==> config.mk <==
export PLATFORM = sky130hd
export DESIGN_NAME = uart_tx_cfg
export DESIGN_NICKNAME = d
export VERILOG_FILES = /design/src/rtl/uart_tx_cfg.sv
export SDC_FILE = /design/constraint.sdc
export NUM_CORES = 1
export LEC_CHECK = 0
export BUFFER_PORTS_ARGS = -buffer_cell sky130_fd_sc_hd__buf_2
export CORE_ASPECT_RATIO = 1.5
export CORE_MARGIN = 4
export CORE_UTILIZATION = 56
export DETAILED_ROUTE_END_ITERATION = 8
export PLACE_DENSITY = 0.85
export SETUP_SLACK_MARGIN = 0.15
export SYNTH_ARGS = -nofsm -noshare
export SYNTH_HDL_FRONTEND = slang
export SYNTH_SLANG_ARGS = --single-unit
export TNS_END_PERCENT = 5
==> constraint.sdc <==
create_clock -name clk -period 2.3 [get_ports clk]
set_input_delay 0.46 -clock clk [delete_from_list [all_inputs] [get_ports clk]]
set_output_delay 0.46 -clock clk [all_outputs]
set_load 0.01 [all_outputs]
==> src/rtl/uart_tx_cfg.sv <==
// rtl/uart_tx_cfg.sv - UART transmitter with configurable data width, parity, stop bits and valid/ready input
module uart_tx_cfg #(
   parameter int CLOCK_SPEED  = 100_000_000,
   parameter int BAUD_RATE    = 9600,
   parameter int CLKS_PER_BIT = CLOCK_SPEED / BAUD_RATE,
   parameter int DATA_BITS    = 8,
   parameter int PARITY       = 0,
   parameter int STOP_BITS    = 1
) (
   input  logic                 clk,
   input  logic                 rst,
   input  logic                 in_valid,
   input  logic [DATA_BITS-1:0] in_data,
   output logic                 in_ready,
   output logic                 tx,
   output logic                 tx_busy,
   output logic                 tx_done
);
   localparam int CNT_W = $clog2(CLKS_PER_BIT);
   localparam int IDX_W = $clog2(DATA_BITS);
   localparam logic [CNT_W-1:0] CNT_LAST  = CNT_W'(CLKS_PER_BIT - 1);
   localparam logic [IDX_W-1:0] IDX_LAST  = IDX_W'(DATA_BITS - 1);
   localparam logic             STOP_LAST = 1'(STOP_BITS - 1);

   if (DATA_BITS < 5 || DATA_BITS > 9) begin : g_bad_data_bits
      $error("uart_tx_cfg: DATA_BITS must be 5..9");
   end
   if (PARITY < 0 || PARITY > 2) begin : g_bad_parity
      $error("uart_tx_cfg: PARITY must be 0, 1 or 2");
   end
   if (STOP_BITS < 1 || STOP_BITS > 2) begin : g_bad_stop_bits
      $error("uart_tx_cfg: STOP_BITS must be 1 or 2");
   end
   if (CLKS_PER_BIT < 2) begin : g_bad_clks_per_bit
      $error("uart_tx_cfg: CLKS_PER_BIT must be at least 2");
   end

   typedef enum logic [2:0] {S_IDLE, S_START, S_DATA, S_PAR, S_STOP} state_t;

   state_t               state;
   logic [CNT_W-1:0]     cnt;
   logic [IDX_W-1:0]     bit_idx;
   logic [DATA_BITS-1:0] sreg;
   logic                 par_bit;
   logic                 stop_cnt;
   logic                 tick;

   assign tick     = (cnt == CNT_LAST);
   assign in_ready = (state == S_IDLE);
   assign tx_busy  = (state != S_IDLE);
   assign tx_done  = (state == S_STOP) && tick && (stop_cnt == STOP_LAST);

   always_ff @(posedge clk or posedge rst) begin
      if (rst) begin
         state    <= S_IDLE;
         cnt      <= '0;
         bit_idx  <= '0;
         sreg     <= '0;
         par_bit  <= 1'b0;
         stop_cnt <= 1'b0;
         tx       <= 1'b1;
      end else begin
         if (state == S_IDLE || tick) cnt <= '0;
         else                         cnt <= cnt + CNT_W'(1);

         case (state)
            S_IDLE: begin
               if (in_valid) begin
                  sreg     <= in_data;
                  par_bit  <= (PARITY == 2) ? ~^in_data : ^in_data;
                  bit_idx  <= '0;
                  stop_cnt <= 1'b0;
                  state    <= S_START;
                  tx       <= 1'b0;
               end
            end
            S_START: begin
               if (tick) begin
                  state <= S_DATA;
                  tx    <= sreg[0];
               end
            end
            S_DATA: begin
               if (tick) begin
                  if (bit_idx == IDX_LAST) begin
                     if (PARITY != 0) begin
                        state <= S_PAR;
                        tx    <= par_bit;
                     end else begin
                        state <= S_STOP;
                        tx    <= 1'b1;
                     end
                  end else begin
                     // sreg[1] is the bit that becomes sreg[0] after this shift
                     sreg    <= sreg >> 1;
                     bit_idx <= bit_idx + IDX_W'(1);
                     tx      <= sreg[1];
                  end
               end
            end
            S_PAR: begin
               if (tick) begin
                  state <= S_STOP;
                  tx    <= 1'b1;
               end
            end
            S_STOP: begin
               if (tick) begin
                  if (stop_cnt == STOP_LAST) state <= S_IDLE;
                  else                       stop_cnt <= stop_cnt + 1'b1;
               end
            end
            default: begin
               state <= S_IDLE;
               tx    <= 1'b1;
            end
         endcase
      end
   end
endmodule
# == Word level (Yosys, flattened, before mapping) ==
# Index checks and enable logic that the tools add are counted.
# totals
reg_bits,30
elab_cells,62
input_bits,11
out_inout_bits,4
# op_classes
bitwise,2
addsub,3
n_mux,26
n_eq_ne,14
n_reduce_logical,11
# op_table
op,count
3-bit two-way mux,10
8-bit two-way mux,3
"2-bit inequality test, second input constant",8
8-bit one-hot mux with 2 select lines,1
3-bit one-hot mux with 5 select lines,1
"14-bit by 1-bit adder with 14-bit output, second input constant",1
"14-bit equality test, second input constant",1
14-bit two-way mux,1
1-bit two-way mux,7
7-bit AND reduction,1
"3-bit by 2-bit equality test with 1-bit output, second input constant",2
"3-bit equality test, second input constant",2
3-bit one-hot mux with 2 select lines,1
1-bit one-hot mux with 5 select lines,1
5-bit AND reduction,1
4-bit AND reduction,1
2-bit nonzero test,2
"3-bit by 1-bit adder with 3-bit output, second input constant",1
"3-bit by 1-bit equality test with 1-bit output, second input constant",1
3-bit zero test,1
3-bit AND reduction,1
3-bit nonzero test,1
1-bit logical AND,2
1-bit inverter,2
3 further kinds,3

# == Logic depth before layout (Yosys ltp) ==
# depth
ltp_word,4
ltp_mapped,6
mapped_depth_nobuf,6

# == Least setup slack after synthesis ==
# OpenSTA, ideal clock, no wires.
# synth_timing
kind,reg2reg
start,reg bit_idx[0]
end,reg bit_idx[0]
n_path_buf,0
stages_incl_launch_ff,7
setup_slack_ps,676
required_ps,2175
setup_time_ps,125
arrival_time_ps,1499
cell_sequence,dfrtp_1 -> ha_1 -> ha_1 -> nor2b_1 -> o21ai_2 -> a21o_1 -> mux2_2
# synth_via
elab_chain_len,4
# synth_lines
element,line_no,text
"start, declared",42,logic [IDX_W-1:0] bit_idx;
"start signal, assigned",96,bit_idx <= bit_idx + IDX_W'(1);
3-bit by 1-bit adder with 3-bit output,96,
3-bit two-way mux,85,if (bit_idx == IDX_LAST) begin
3-bit two-way mux,84,if (tick) begin
3-bit one-hot mux with 2 select lines,66,case (state)
# Parallel ways exist; a longest one is shown, timed or not. The select of a mux whose other input is x is not followed.
# A chain may end at the register's enable or synchronous reset.

# == Worst setup path after layout ==
# layout_timing
start,reg cnt[1]
end,out tx_done
# layout_via
elab_chain_len,3
# layout_lines
element,line_no,text
"start, declared",41,logic [CNT_W-1:0] cnt;
"start signal, assigned",64,else cnt <= cnt + CNT_W'(1);
14-bit equality test,48,assign tick = (cnt == CNT_LAST);
1-bit logical AND (2 in a row),51,assign tx_done = (state == S_STOP) && tick && (stop_cnt == STOP_LAST);
"end, declared",17,output logic tx_done
# No other way between the ends.

==> reports/summary.txt <==
Die W: 50.4 um
sum of net half-perimeters after detailed placement: 2180 um
top post-synthesis cells by count: nor2_1, dfrtp_1, a21oi_1
number of failing setup endpoints in the final timing report: 0
final hold violation count: 0
class of the most critical hold timing path: in2async
Mapped Cells: 153
clock period minus final worst setup slack: 2.01 ns
biggest fanout along the worst timing path: 5
area added between synthesis and finish: 12.9%
register area: 728 um2
Std-Cell Core Area: 2500 um2
area used by multi-input combinational logic: 739 um2
number of DRC markers after the initial detailed-route iteration: 37
maximum clock frequency: 0.498 GHz
max_slew headroom: 58.6%
die area: 3610 um2
residual DRC count: 0
Setup crit start kind: flop
number of nets at the end of the flow: 186
post-synth cell types: 41
pin count of the biggest net entering global routing: 18
IO Pins: 15
Congestion Overflow GR: 0
Antenna diodes: 0
Period Utilization, post-route: 87.3%
Die Y-Extent: 71.6 um
number of antenna violations at the first check in global routing: 0
average cell area after synthesis: 9.87 um2
clock sink count: 29
yosys warns: 0
worst supply voltage drop on vdd: 559 uV
htree depth: 2
EDFF count, synth: 0
root buffer selected by CTS: clkbuf_4
LEAKAGE: 0.807 nW
cell area after technology mapping: 1510 um2
data required time of the critical path: 1.84 ns
final total negative setup slack: 0 ns
cts hold-fix bufs: 0
Placed Area: 1600 um2
total of max-cap violations: 0
P per Cell Area: 710 nW/um2
register bit total from synthesis: 29
Post-Route Skew: 0.0106 ns
clock transition at the registers of the reported paths: 0.09 ns
worst endpoint data arrival time: 1.55 ns
cell taking the most area after synthesis: dfrtp_1
start-to-end type of the worst setup path: reg2out
vias in the first global route: 1170
ANT nets after route: 0
Primary FF master, synth: dfrtp_1
DRT Wirelength: 3020 um
sequential cell area fraction in the yosys report: 48.1%
DR vias/cell: 5.76
final non-filler cell area: 1710 um2
number of buffers inserted during clock tree synthesis: 5
Total GRT Usage: 18.7%
maximum count of clock buffers along a single path: 2
fill cell total of the finished layout: 192
proportion of register bits with asynchronous set or reset after synthesis: 100%
worst slew pin tran: 0.620 ns
top cells by area, synth: dfrtp_1, nor2_1, o22a_1
Pre-antenna DRT Iters: 4
number of max-slew violations in the final report: 0
source-to-sink clock delay at the later pin of the worst-skew pair: 0.34 ns
share of post-route cells with drive strength above 1: 22.0%
Starting Density: 60.3%
detailed-route wire length per cell: 14.5 um
TritonCTS clock tree: done
GP Congestion: 0.754
buffers added on ports: 14
endpoint type of the worst setup path: primary output
status: finished clean
first-pass GRT wire length: 5010 um
unrepaired setup endpoints after global routing: false
row cnt: 22
dominant cell by count in the synthesized netlist: nor2_1
number of vias in the routed layout: 1204
fraction of post-synthesis cell area in the top cell type by area: 46.4%
Syn Nets: 167
-- final timing paths --
| kind | from | to | slack [ns] | depth (start not counted) |
|---|---|---|---|---|
| setup / recovery | cnt[1] | tx_done | 0.29 | 5 |
| hold / removal | rst | state[1] | 0.18 | 2 |
| setup reg to reg | bit_idx[0] | bit_idx[0] | 0.50 | 6 |
| hold reg to reg | sreg[7] | sreg[7] | 0.50 | 1 |
| max in group asynchronous | rst | cnt[4] | 1.48 | 3 |
| min in group clk | in_data[7] | sreg[7] | 0.36 | 3 |
-- timing repair --
item / 4_1_cts / 5_1_grt
buffers inserted: 0 / 4
gates cloned: 0 / 0
pin swaps: 0 / 1
setup endpoints to repair: 1 / 1
gates resized for setup: 1 / 4
-- metal layers --
layer  up-vias  track usage (%)  share of wire [%]
met3        10             5.82                4.6
met2        25             32.4                 52
met4         0             11.7                3.2
li1        590                -                  -
met1       579             19.2                 40
met5         -                0                  0
-- cell type report --
type | instances | area share, %
Inverter | 4 | 0.880
Sequential cell | 29 | 42.7
Clock inverter | 1 | 0.293
Tap cell | 36 | 2.64
Timing Repair Buffer | 19 | 6.31
Multi-Input combinational cell | 113 | 43.4
Clock buffer | 7 | 3.82
-- where the power goes --
group | switching, mW | internal, mW | leakage, nW
clock | 0.171 | 0.177 | 0.0413
sequential | 0.0889 | 0.591 | 0.369
combinational | 0.0866 | 0.0979 | 0.396
-- state kept, by name (all words and copies together) (netlist names) --
register and flops:
bit_idx 3, cnt 14, sreg 8, state 3
tx 1
-- cells by family (layout without fill, tap and decap cells) --
family	count (synthesis)	after routing	share of synthesized area [%]
DFF	29	29	48.1
xor gates and xnor gates	9	9	5.22
and+or+nand+nor	64	64	23.4
buffers and inverters	11	31	3.48
AOI/OAI and AO/OA	35	35	15.8
muxes	2	2	1.41
adders and majority gates	3	3	2.49
-- cell usage in the layout, fill, tap and decap left out, drive strengths merged, types with 2 or more instances in the layout --
cell type and instances:
nor3b 2, buf 19, clkbuf 7, nand4 5, xor2 8, inv 4, o22a 8, nor2 29
and4 3, nand2 6, nand3 4, nor2b 3, or3 2, a21oi 12, o21ai 7, dfrtp 28
o31a 2, a22o 2, or4 2, and3 3, o31ai 2, ha 3
-- critical path, cell delays in order (launching register included) --
cell,delay (ns)
dfrtp_1,0.38
ha_2,0.21
and4_4,0.26
nand4_4,0.13
nor2_1,0.11
buf_2,0.13
-- through the flow --
step	hold slack [ns]	std cells	util, %	power (mW)	setup slack, ns
final	0.184	209	68.1	1.21	0.291
after global routing	0.232	209	68.1	1.28	0.197
after CTS	0.195	205	66.5	1.22	0.165
after detailed placement	0.479	197	63.7	0.861	0.445
after global placement	0.459	197	63.7	0.852	0.542
after floorplan	0.448	153	-	0.824	0.676
(Power assumes the default switching activity.)
